### src/rtl/alu_arb_pkg.sv
// Shared types and widths for the two-port ALU arbiter.
package alu_arb_pkg;

  localparam int OP_W   = 4;   // requester select field width
  localparam int DATA_W = 8;   // operand width
  localparam int RES_W  = 16;  // ALU result width

  typedef enum logic [1:0] {
    IDLE  = 2'd0,
    ISSUE = 2'd1,
    WAIT  = 2'd2,
    RESP  = 2'd3
  } state_e;

endpackage

### src/rtl/rr_arb2.sv
// Two-input round-robin picker. Purely combinational: a lone valid input
// wins outright, a tie goes to the input named by prio.
module rr_arb2 (
  input  logic [1:0] valid,
  input  logic       prio,
  output logic       grant_valid,
  output logic       grant_idx
);

  // Pick the winner; on a tie the priority pointer decides.
  always_comb begin
    grant_valid = |valid;
    if (valid == 2'b11) begin
      grant_idx = prio;
    end else begin
      grant_idx = valid[1];
    end
  end

endmodule

### src/rtl/alu_arbiter.sv
// Shares one ALU between two requesters. One operation is in flight at a
// time: accept in IDLE, pulse the ALU enable in ISSUE, count out the ALU
// latency, capture the result and hold it on the owner's response port.
module alu_arbiter
  import alu_arb_pkg::*;
#(
  parameter int unsigned ALU_LAT = 2,     // 1..15
  parameter logic        EN_ACT  = 1'b0   // active level of alu_en
) (
  input  logic                clk,
  input  logic                rst_n,
  input  logic [1:0]          req_valid,
  output logic [1:0]          req_ready,
  input  logic [2*DATA_W-1:0] req_a,
  input  logic [2*DATA_W-1:0] req_b,
  input  logic [2*OP_W-1:0]   req_s,
  output logic [1:0]          rsp_valid,
  input  logic [1:0]          rsp_ready,
  output logic [RES_W-1:0]    rsp_y,
  output logic                rsp_carry,
  output logic                rsp_zero,
  output logic [DATA_W-1:0]   alu_a,
  output logic [DATA_W-1:0]   alu_b,
  output logic [7:0]          alu_s,
  output logic                alu_en,
  input  logic [RES_W-1:0]    alu_y,
  input  logic                alu_carry,
  input  logic                alu_zero
);

  // cnt is loaded on accept and counts down through ISSUE and WAIT; the
  // cycle in which it reads zero is the one where the ALU output is valid.
  localparam logic [3:0] LAT_M1 = 4'(ALU_LAT - 1);

  state_e              state_q, state_d;
  logic                prio_q, prio_d;
  logic                owner_q, owner_d;
  logic [3:0]          cnt_q, cnt_d;
  logic [DATA_W-1:0]   alu_a_q, alu_a_d;
  logic [DATA_W-1:0]   alu_b_q, alu_b_d;
  logic [OP_W-1:0]     alu_s_q, alu_s_d;
  logic [RES_W-1:0]    rsp_y_q, rsp_y_d;
  logic                rsp_carry_q, rsp_carry_d;
  logic                rsp_zero_q, rsp_zero_d;

  logic                grant_valid;
  logic                grant_idx;

  rr_arb2 u_rr_arb2 (
    .valid       (req_valid),
    .prio        (prio_q),
    .grant_valid (grant_valid),
    .grant_idx   (grant_idx)
  );

  // Next-state, datapath loads and handshake outputs.
  always_comb begin
    state_d     = state_q;
    prio_d      = prio_q;
    owner_d     = owner_q;
    cnt_d       = cnt_q;
    alu_a_d     = alu_a_q;
    alu_b_d     = alu_b_q;
    alu_s_d     = alu_s_q;
    rsp_y_d     = rsp_y_q;
    rsp_carry_d = rsp_carry_q;
    rsp_zero_d  = rsp_zero_q;
    req_ready   = 2'b00;
    rsp_valid   = 2'b00;
    alu_en      = ~EN_ACT;

    case (state_q)
      IDLE: begin
        if (grant_valid) begin
          req_ready = grant_idx ? 2'b10 : 2'b01;
          owner_d   = grant_idx;
          alu_a_d   = grant_idx ? req_a[2*DATA_W-1:DATA_W] : req_a[DATA_W-1:0];
          alu_b_d   = grant_idx ? req_b[2*DATA_W-1:DATA_W] : req_b[DATA_W-1:0];
          alu_s_d   = grant_idx ? req_s[2*OP_W-1:OP_W] : req_s[OP_W-1:0];
          cnt_d     = LAT_M1;
          state_d   = ISSUE;
        end
      end
      ISSUE, WAIT: begin
        if (state_q == ISSUE) begin
          alu_en = EN_ACT;
        end
        if (cnt_q == 4'd0) begin
          rsp_y_d     = alu_y;
          rsp_carry_d = alu_carry;
          rsp_zero_d  = alu_zero;
          state_d     = RESP;
        end else begin
          cnt_d   = cnt_q - 4'd1;
          state_d = WAIT;
        end
      end
      RESP: begin
        rsp_valid = owner_q ? 2'b10 : 2'b01;
        if (rsp_ready[owner_q]) begin
          prio_d  = ~owner_q;
          state_d = IDLE;
        end
      end
      default: state_d = IDLE;
    endcase
  end

  // State and datapath registers with synchronous active-low reset.
  always_ff @(posedge clk) begin
    if (!rst_n) begin
      state_q     <= IDLE;
      prio_q      <= 1'b0;
      owner_q     <= 1'b0;
      cnt_q       <= 4'd0;
      alu_a_q     <= '0;
      alu_b_q     <= '0;
      alu_s_q     <= '0;
      rsp_y_q     <= '0;
      rsp_carry_q <= 1'b0;
      rsp_zero_q  <= 1'b0;
    end else begin
      state_q     <= state_d;
      prio_q      <= prio_d;
      owner_q     <= owner_d;
      cnt_q       <= cnt_d;
      alu_a_q     <= alu_a_d;
      alu_b_q     <= alu_b_d;
      alu_s_q     <= alu_s_d;
      rsp_y_q     <= rsp_y_d;
      rsp_carry_q <= rsp_carry_d;
      rsp_zero_q  <= rsp_zero_d;
    end
  end

  assign alu_a     = alu_a_q;
  assign alu_b     = alu_b_q;
  assign alu_s     = {{(8 - OP_W){1'b0}}, alu_s_q};
  assign rsp_y     = rsp_y_q;
  assign rsp_carry = rsp_carry_q;
  assign rsp_zero  = rsp_zero_q;

endmodule
### config.mk
export PLATFORM = sky130hd
export DESIGN_NAME = alu_arbiter
export DESIGN_NICKNAME = d
export VERILOG_FILES = /design/src/rtl/alu_arb_pkg.sv /design/src/rtl/rr_arb2.sv /design/src/rtl/alu_arbiter.sv
export SDC_FILE = /design/constraint.sdc
export NUM_CORES = 1
export LEC_CHECK = 0
export CELL_PAD_IN_SITES_DETAIL_PLACEMENT = 0
export CELL_PAD_IN_SITES_GLOBAL_PLACEMENT = 1
export CORE_ASPECT_RATIO = 1.2
export CORE_MARGIN = 8
export CORE_UTILIZATION = 24
export DETAILED_ROUTE_END_ITERATION = 6
export GPL_TIMING_DRIVEN = 0
export MAX_ROUTING_LAYER = met4
export PLACE_DENSITY_LB_ADDON = 0.08
export SETUP_SLACK_MARGIN = 0.3
export SLEW_MARGIN = 20
export SYNTH_ARGS = -nofsm -noshare
export SYNTH_HDL_FRONTEND = slang
export SYNTH_SLANG_ARGS = --single-unit
### constraint.sdc
create_clock -name clk -period 1.85 [get_ports clk]
set_input_delay 0.37 -clock clk [delete_from_list [all_inputs] [get_ports clk]]
set_output_delay 0.37 -clock clk [all_outputs]
set_load 0.1 [all_outputs]
==> run metrics <==
initial DRC count=72; CTS tree=built; Final HPWL DP=5500 um; pin count of the biggest net entering global routing=15; # IOs=around 110; Crit Reg-Reg Startpoint=state_q[0]; RD Place Congestion=0.753; Starting Density=0.246; NumNets Final=461; unique cell type count in the Yosys netlist=31; First-pass DRT Iterations=4; num rows=37; WP data required=1.48 ns; synthesis-to-layout area growth=83.6%; CP Max Fanout=4; CORE AREA=8560 um2; final instance count without filler cells=512; syn avg cell area=slightly above 8 um2; RSZ-0062 raised after global routing=true; gr usage total=0.135; worst relative slew slack=0.543; Worst Max-Slew Pin Slew=0.685 ns; Tcrit/Tclk final=0.977; hold path depth=2; Vias=about 2400; number of synthesized register bits=46; Hold Buf Count CTS=0; DRC=0; CP arrival=about 1.4 ns; run status=finished clean; Synth area leaders=dfxtp_1 44%, o21ai_0 10%, nand3b_1 7.5%; fmax=between 500 and 600 MHz; Total Wirelength=8040 um; DIE AREA=around 12000 um2; register area=928 um2; Startpoint Class=flip-flop; CTS Sinks=46; Finish-stage setup viols=0; commonest non-fill, non-tap cell in the layout=clkdlybuf4s50_1; share of layout cells above drive strength 1=0.378; global route overflow=0; Die W=102 um; Worst R2R Path Depth=6; antenna viol nets, final=0; vias in the first global route=2499; final setup margin=0.0424 ns; clock-pin slew on the worst setup and hold paths=0.09 ns; Num CTS Buffers=5; Yosys top cell area share=0.437; Setup Skew=between 0.007 and 0.008 ns; first-pass GRT wire length=~13000 um; HP Class=reg2reg; Worst-Skew Late Latency=roughly 0.31 ns; HP Start=rsp_y[0]; Worst setup EP type=output port; Syn Std Cell Area=2110 um2; WS Path Type=reg2out; DP Area=3410 um2; area leader, netlist=dfxtp_1; FF-to-FF End=cnt_q[3]; final hold violations=0; Tmin final=1.81 ns; Final Max Tran Viols=0; area of the multi-input gates=1340 um2; synthesized netlist cell count=259; initial antenna violation count=1; IO Port Bufs=~110; max cap viols=0; Avg WL per Cell=around 16 um; Filler cells=between 800 and 900; hold endpoint=rsp_y[0]; H-Tree Depth=2; final instance area=3870 um2; commonest non-fill, non-tap cells in the layout=61 x clkdlybuf4s50_1, 42 x dfxtp_1, 41 x o21ai_0; clk buf depth=2; dpl cells=485; clock root buffer master=clkbuf_8; vias per inst=between 4 and 5; pre-CTS WS=-1.35 ns; worst reg2reg setup slack=roughly 0.090 ns; Yosys warning total=0; setup TNS=0 ns; Seq/Total Area, Yosys=0.437; DIE HEIGHT=119 um
[layer usage]
| layer | vias to the layer above | wire length (um) | GRT usage |
|---|---|---|---|
| met2 | 94 | 3700 | 0.207 |
| met3 | 5 | 697 | 0.0523 |
| met4 | 0 | 76 | 0.0345 |
| li1 | 1178 | - | - |
| met1 | 1093 | 3560 | 0.161 |
| met5 | - | 0 | - |
[cell usage after synthesis (all sizes together)]
cell	n
a21oi	20
a2bb2oi	1
a31oi	21
and2	1
and4bb	1
buf	9
clkbuf	17
conb	1
dfxtp	46
ha	4
inv	7
mux2i	4
nand2	41
nand3b	21
nand4b	2
nor2	3
nor2b	4
nor3	1
nor3b	2
o211a	1
o21a	3
o21ai	42
o311ai	2
o31ai	1
or3	1
or3b	1
or4	1
or4bb	1
[metrics by stage]
stage	util	hold WS [ns]
2_1_floorplan	-	0.450
3_3_place_gp	0.398	0.438
3_5_place_dp	0.398	0.445
5_1_grt	0.452	0.475
4_1_cts	0.424	0.464
6_report	0.452	0.462
[logic make-up (layout without fill, tap and decap cells)]
kind of cell               Yosys count  after routing  synth area share
and+or+nand+nor                     80             80             0.208
other                                1              5           0.00178
adders and majority gates            4              4            0.0237
buffers and inverters               33            165            0.0700
AOI/OAI and AO/OA                   91             91             0.241
DFF                                 46             46             0.437
muxes                                4              4            0.0190
[flip-flops by register name (all words and copies together) (netlist names)]
name       cells
rsp_carry      1
alu_a          8
owner_q        1
state_q        2
alu_b          8
alu_s_q        4
prio_q         1
cnt_q          4
rsp_zero       1
rsp_y         16
[how the worst max path moves through the flow]
stage / startpoint / end / slack (ns) / cells past startpoint
after floorplan: state_q[1] / req_ready[1] / 0.11 / 3
after global placement: req_valid[0] / req_ready[0] / -1.34 / 5
after detailed placement: req_valid[0] / req_ready[0] / -1.35 / 5
after CTS: state_q[0] / req_ready[0] / 0.03 / 6
after global routing: state_q[0] / req_ready[1] / -0.02 / 5
final: state_q[0] / req_ready[0] / 0.04 / 6
[worst max-delay path, stage by stage, from the launching register on]
cell	delay, ns
dfxtp_4	0.37
inv_2	0.06
ha_4	0.15
o21a_4	0.14
clkbuf_16	0.12
o21a_4	0.12
buf_12	0.16
[area by class of cell]
| cell class | count | area share |
|---|---|---|
| clock buffers | 5 | 0.0178 |
| clock inverters | 3 | 0.0103 |
| plain buffers | 26 | 0.0549 |
| flip-flops and latches | 46 | 0.240 |
| inverters | 7 | 0.00679 |
| diodes | 1 | 0.000646 |
| multi-input cells | 183 | 0.345 |
| repair buffers | 124 | 0.287 |
| well taps | 117 | 0.0378 |
[what timing repair did]
action                                  4_1_cts  5_1_grt
hold endpoints to repair                      0        0
endpoints found under the setup margin       88       41
setup buffers                                11        5
resized for setup                           284       57
cloned                                        1        1
pin swaps                                    25       11
Power is left out: the tool's default activity adds up to more than one toggle a clock period on the data nets, which glitch-free logic cannot reach.
==> patch 1, RTL diff (same settings) <==
Change the parameter `EN_ACT` from 1'b0 to 1'b1.
--- a/src/rtl/alu_arbiter.sv
+++ b/src/rtl/alu_arbiter.sv
@@ -7,3 +7,3 @@
   parameter int unsigned ALU_LAT = 2,     // 1..15
-  parameter logic        EN_ACT  = 1'b0   // active level of alu_en
+  parameter logic        EN_ACT  = 1'b1   // active level of alu_en
 ) (
Check against the original RTL: not equivalent (Yosys sat finds a counterexample within 4 cycles, from zero or initial values and one cycle with rst_n low).
==> patch 1 against the unedited design <==
Sequential cell count unchanged. Global-route usage decreased by 0.78 points. Area after synthesis increased by 4.5%. Die area increased by 3.8%. Worst setup slack improved by 48 ps. Design area decreased by 3.7%. Routed wire length decreased by 3.9%. Final cell count decreased by 0.78%. Critical endpoint unchanged. Largest cell class unchanged.
Power is left out: the tool's default activity adds up to more than one toggle a clock period on the data nets, which glitch-free logic cannot reach.
==> patch 1: results (changes against the unedited design) <==
run_status:
  status: "complete, no violations"
critical_path:
  r2r_cells: 7  # +1
  r2r-end: "cnt_q[1]"
  critPathSlowestCell: "dfxtp_2"
  regToRegSetupSlack_ps: 300  # +210 ps
  cp.arrival_ps: 1390  # -50 ps
final_layout:
  buf_share_pct: 33.1  # -1.1 points
  regArea_um2: 925  # -0.40%
  clkbuf_count: 6  # +1
  drive_gt1_share_pct: 29.6  # -8.2 points
  fillCellCount: 927  # +5.2%
  largest_reg_flops: 16  # unchanged
  nets: 455  # -1.3%
  signal_buffers: 145  # -3.3%
  clkCellAreaFrac_pct: 3.83  # +1.0 points
  fin_cells: 508  # -0.78%
  multi_input_area_share_pct: 33.7  # -0.82 points
  seq_share_pct: 24.8  # +0.83 points
  seq_cell_count: 46  # unchanged
  inverters: 6  # -1
hold_path:
  hold_path_class: "in -> reg"
  hold_end: "alu_a[4]"
  hold_depth: 3  # +1
place:
  place.port_buffers: 105  # -0.94%
  place_area_mm2: 0.00346  # +1.4%
  dp_hpwl_um: 5610  # +2.0%
  dp_slack_ps: -1320  # +23.7 ps
  place_inst: 486  # +0.21%
  finalWeightedCongestion: 0.742  # -1.4%
grt:
  antenna_found_initial: 0  # -1
  use_met3_pct: 3.73  # -1.5 points
  grt_pass1_vias: 2416  # -3.3%
  grtUsageTotal_pct: 12.7  # -0.78 points
  grt_first_pass_wirelength_um: 12200  # -4.6%
  grt_use_met2_pct: 20.7  # about the same
  grtUsageMet1_pct: 14.8  # -1.3 points
clocking:
  cts_resized: 244  # -14%
  postCtsSetupBuffers: 11  # unchanged
  clk_pin_slew_ps: 90  # about the same
  htreeDepth: 2  # unchanged
synth:
  synth_ff_type: "dfxtp_1"
  synthTopCellsByCount: "dfxtp_1, nand2_1, nand3b_1, o21ai_0"
  avgSynthCellArea_um2: 8.54  # +4.9%
  synth_adder_area_share_pct: 2.27  # -0.10 points
  seq_area_frac_synth_pct: 41.8  # -1.9 points
  synthMuxAreaShare_pct: 1.82  # -0.081 points
  synthTopCellsByArea: "dfxtp_1, nand3b_1, nand2_1"
  synth-compound-area-share_pct: 25.2  # +1.1 points
sta:
  worst_hold_slack_ps: 444  # -17.2 ps
  clock-skew-final_ps: 7.65  # +0.160 ps
  fin_ws_ps: 90.2  # +47.8 ps
route:
  ant_nets: 0  # unchanged
  num_vias: 2279  # -3.8%
  drtIter0Drc: 74  # +2.8%
floorplanning:
  num_rows: 38  # +2.7%
[patch 1: cell types whose count changed after synthesis, sizes merged, moves of 2 or more]
cell and delta:
a21boi +18, a21oi -18, buf +6, clkbuf -6, nand3b +2, nor2b -2
o2bb2ai +2, o311ai -2
[patch 1: worst max-delay path by stage]
stage | startpoint | endpoint | depth (start not counted)
5_1_grt | state_q[1] | req_ready[0] | 6
6_report | state_q[1] | req_ready[0] | 6
4_1_cts | state_q[1] | req_ready[0] | 6
3_3_place_gp | req_valid[1] | req_ready[0] | 5
3_5_place_dp | req_valid[1] | req_ready[0] | 5
2_1_floorplan | req_valid[0] | req_ready[1] | 2
[patch 1: routing by layer]
layer | vias to the layer above | share of wire (%) | wire length [um]
met1 | 1037 | 44 | 3370
li1 | 1156 | - | -
met5 | - | 0 | 0
met2 | 80 | 48 | 3700
met3 | 6 | 7.3 | 565
met4 | 0 | 1.0 | 80
==> patch 2, RTL diff (same flow settings) <==
Made on the original files. The 4 states of `state_e` get a Gray code encoding in 2 bits.
--- a/src/rtl/alu_arb_pkg.sv
+++ b/src/rtl/alu_arb_pkg.sv
@@ -8,6 +8,6 @@
   typedef enum logic [1:0] {
-    IDLE  = 2'd0,
-    ISSUE = 2'd1,
-    WAIT  = 2'd2,
-    RESP  = 2'd3
+    IDLE  = 2'b00,
+    ISSUE = 2'b01,
+    WAIT  = 2'b11,
+    RESP  = 2'b10
   } state_e;
Behaviour: same outputs for any inputs over 10 cycles, from zero or initial values and one cycle with rst_n low; not proved beyond that.
==> patch 2 against the unedited design <==
Sequential cell count is the same. Hold slack lost 18 ps. First-iteration DRC count shrank 8.3%. Design area shrank 3.8%. Area after synthesis grew 8.1%. Worst setup slack gained 100 ps. Routed wire length grew 0.72%. Synthesized cell count shrank 1.2%.
==> patch 2: results (changes against the unedited design) <==
grt:
  use_met3_pct: 3.47  # -1.8 points
  grt_use_met2_pct: 21.6  # +0.92 points
  antenna_found_initial: 0  # -1
  grt_first_pass_wirelength_um: 13000  # +1.7%
final_layout:
  fillCellCount: 1002  # +14%
  antenna_cells: 0  # -1
  clkCellAreaFrac_pct: 4.07  # +1.3 points
  largest_reg_flops: 16  # unchanged
  num-multi-input-gates: 178  # -2.7%
  clkbuf_count: 6  # +1
  seq_share_pct: 24.9  # +0.96 points
  multi_input_area_share_pct: 33.3  # -1.1 points
  buf_share_pct: 32.6  # -1.6 points
  nets: 447  # -3.0%
  syn_to_final_growth_pct: 63.3
  fin_cells: 506  # -1.2%
  signal_buffers: 144  # -4.0%
synth:
  synth-compound-area-share_pct: 30.8  # +6.7 points
  yosys.cell_types.count: 47  # +52%
  synthMuxAreaShare_pct: 0.439  # -1.5 points
  synthTopCellsByCount: "dfxtp_1, nand2_1, a21oi_1, and3_1, buf_2"
  synth_area_mm2: 0.00228  # +8.1%
  synth_adder_area_share_pct: 0.549  # -1.8 points
  avgSynthCellArea_um2: 8.91  # +9.4%
  synthTopCellsByArea: "dfxtp_1, o311a_1, nand2_1"
place:
  place_area_mm2: 0.00354  # +3.7%
  place.port_buffers: 105  # -0.94%
  place_inst: 487  # +0.41%
  dp_slack_ps: -1270  # +80.7 ps
  finalWeightedCongestion: 0.747  # -0.77%
  dp_hpwl_um: 6020  # +9.4%
sta:
  clock-skew-final_ps: 5.93  # -1.56 ps
  fmax_mhz: 586  # +6.0%
  max_slew_margin_pct: 65.3  # +11 points
  worst_hold_slack_ps: 443  # -18.4 ps
route:
  drtIter0Drc: 66  # -8.3%
  dr.pass1.iters: 6  # +2
  totalWireLength_um: 8090  # +0.72%
  num_vias: 2338  # -1.4%
critical_path:
  regToRegSetupSlack_ps: 370  # +280 ps
  cp.arrival_ps: 1340  # -100 ps
clocking:
  cts_resized: 225  # -21%
  clk_pin_slew_ps: 60  # -30 ps
  worst_skew_pair.late_latency_ps: 290  # -20 ps
hold_path:
  hold_path_class: "in -> reg"
run_status:
  status: "complete, no violations"
-- patch 2: cell families (layout without fill, tap and decap cells) --
logic type                 count (synthesis)  after routing
AOI/OAI and AO/OA                         95             95
and+or+nand+nor                           77             77
DFF                                       46             46
buffers and inverters                     35            159
adders and majority gates                  1              1
other                                      1              4
muxes                                      1              1
-- patch 2: path summary, 6_finish.rpt --
path	start	to	cells after the start
worst min register to register	rsp_y[5]	rsp_y[5]	2
worst max-delay path	state_q[0]	req_ready[0]	5
worst max register to register	cnt_q[0]	rsp_y[9]	7
worst min-delay path	req_valid[0]	alu_a[6]	3
-- patch 2: per-layer routing --
layer | part of all wire [%] | routed length, um
met4 | 1.1 | 91
met1 | 45 | 3680
met5 | 0 | 0
met3 | 5.6 | 450
met2 | 48 | 3870
-- patch 2: critical path, cell delays in order (launching register included) --
cell	delay, ps
dfxtp_4	360
nor2_4	160
o21ai_4	90
buf_6	120
a21oi_4	120
buf_12	190
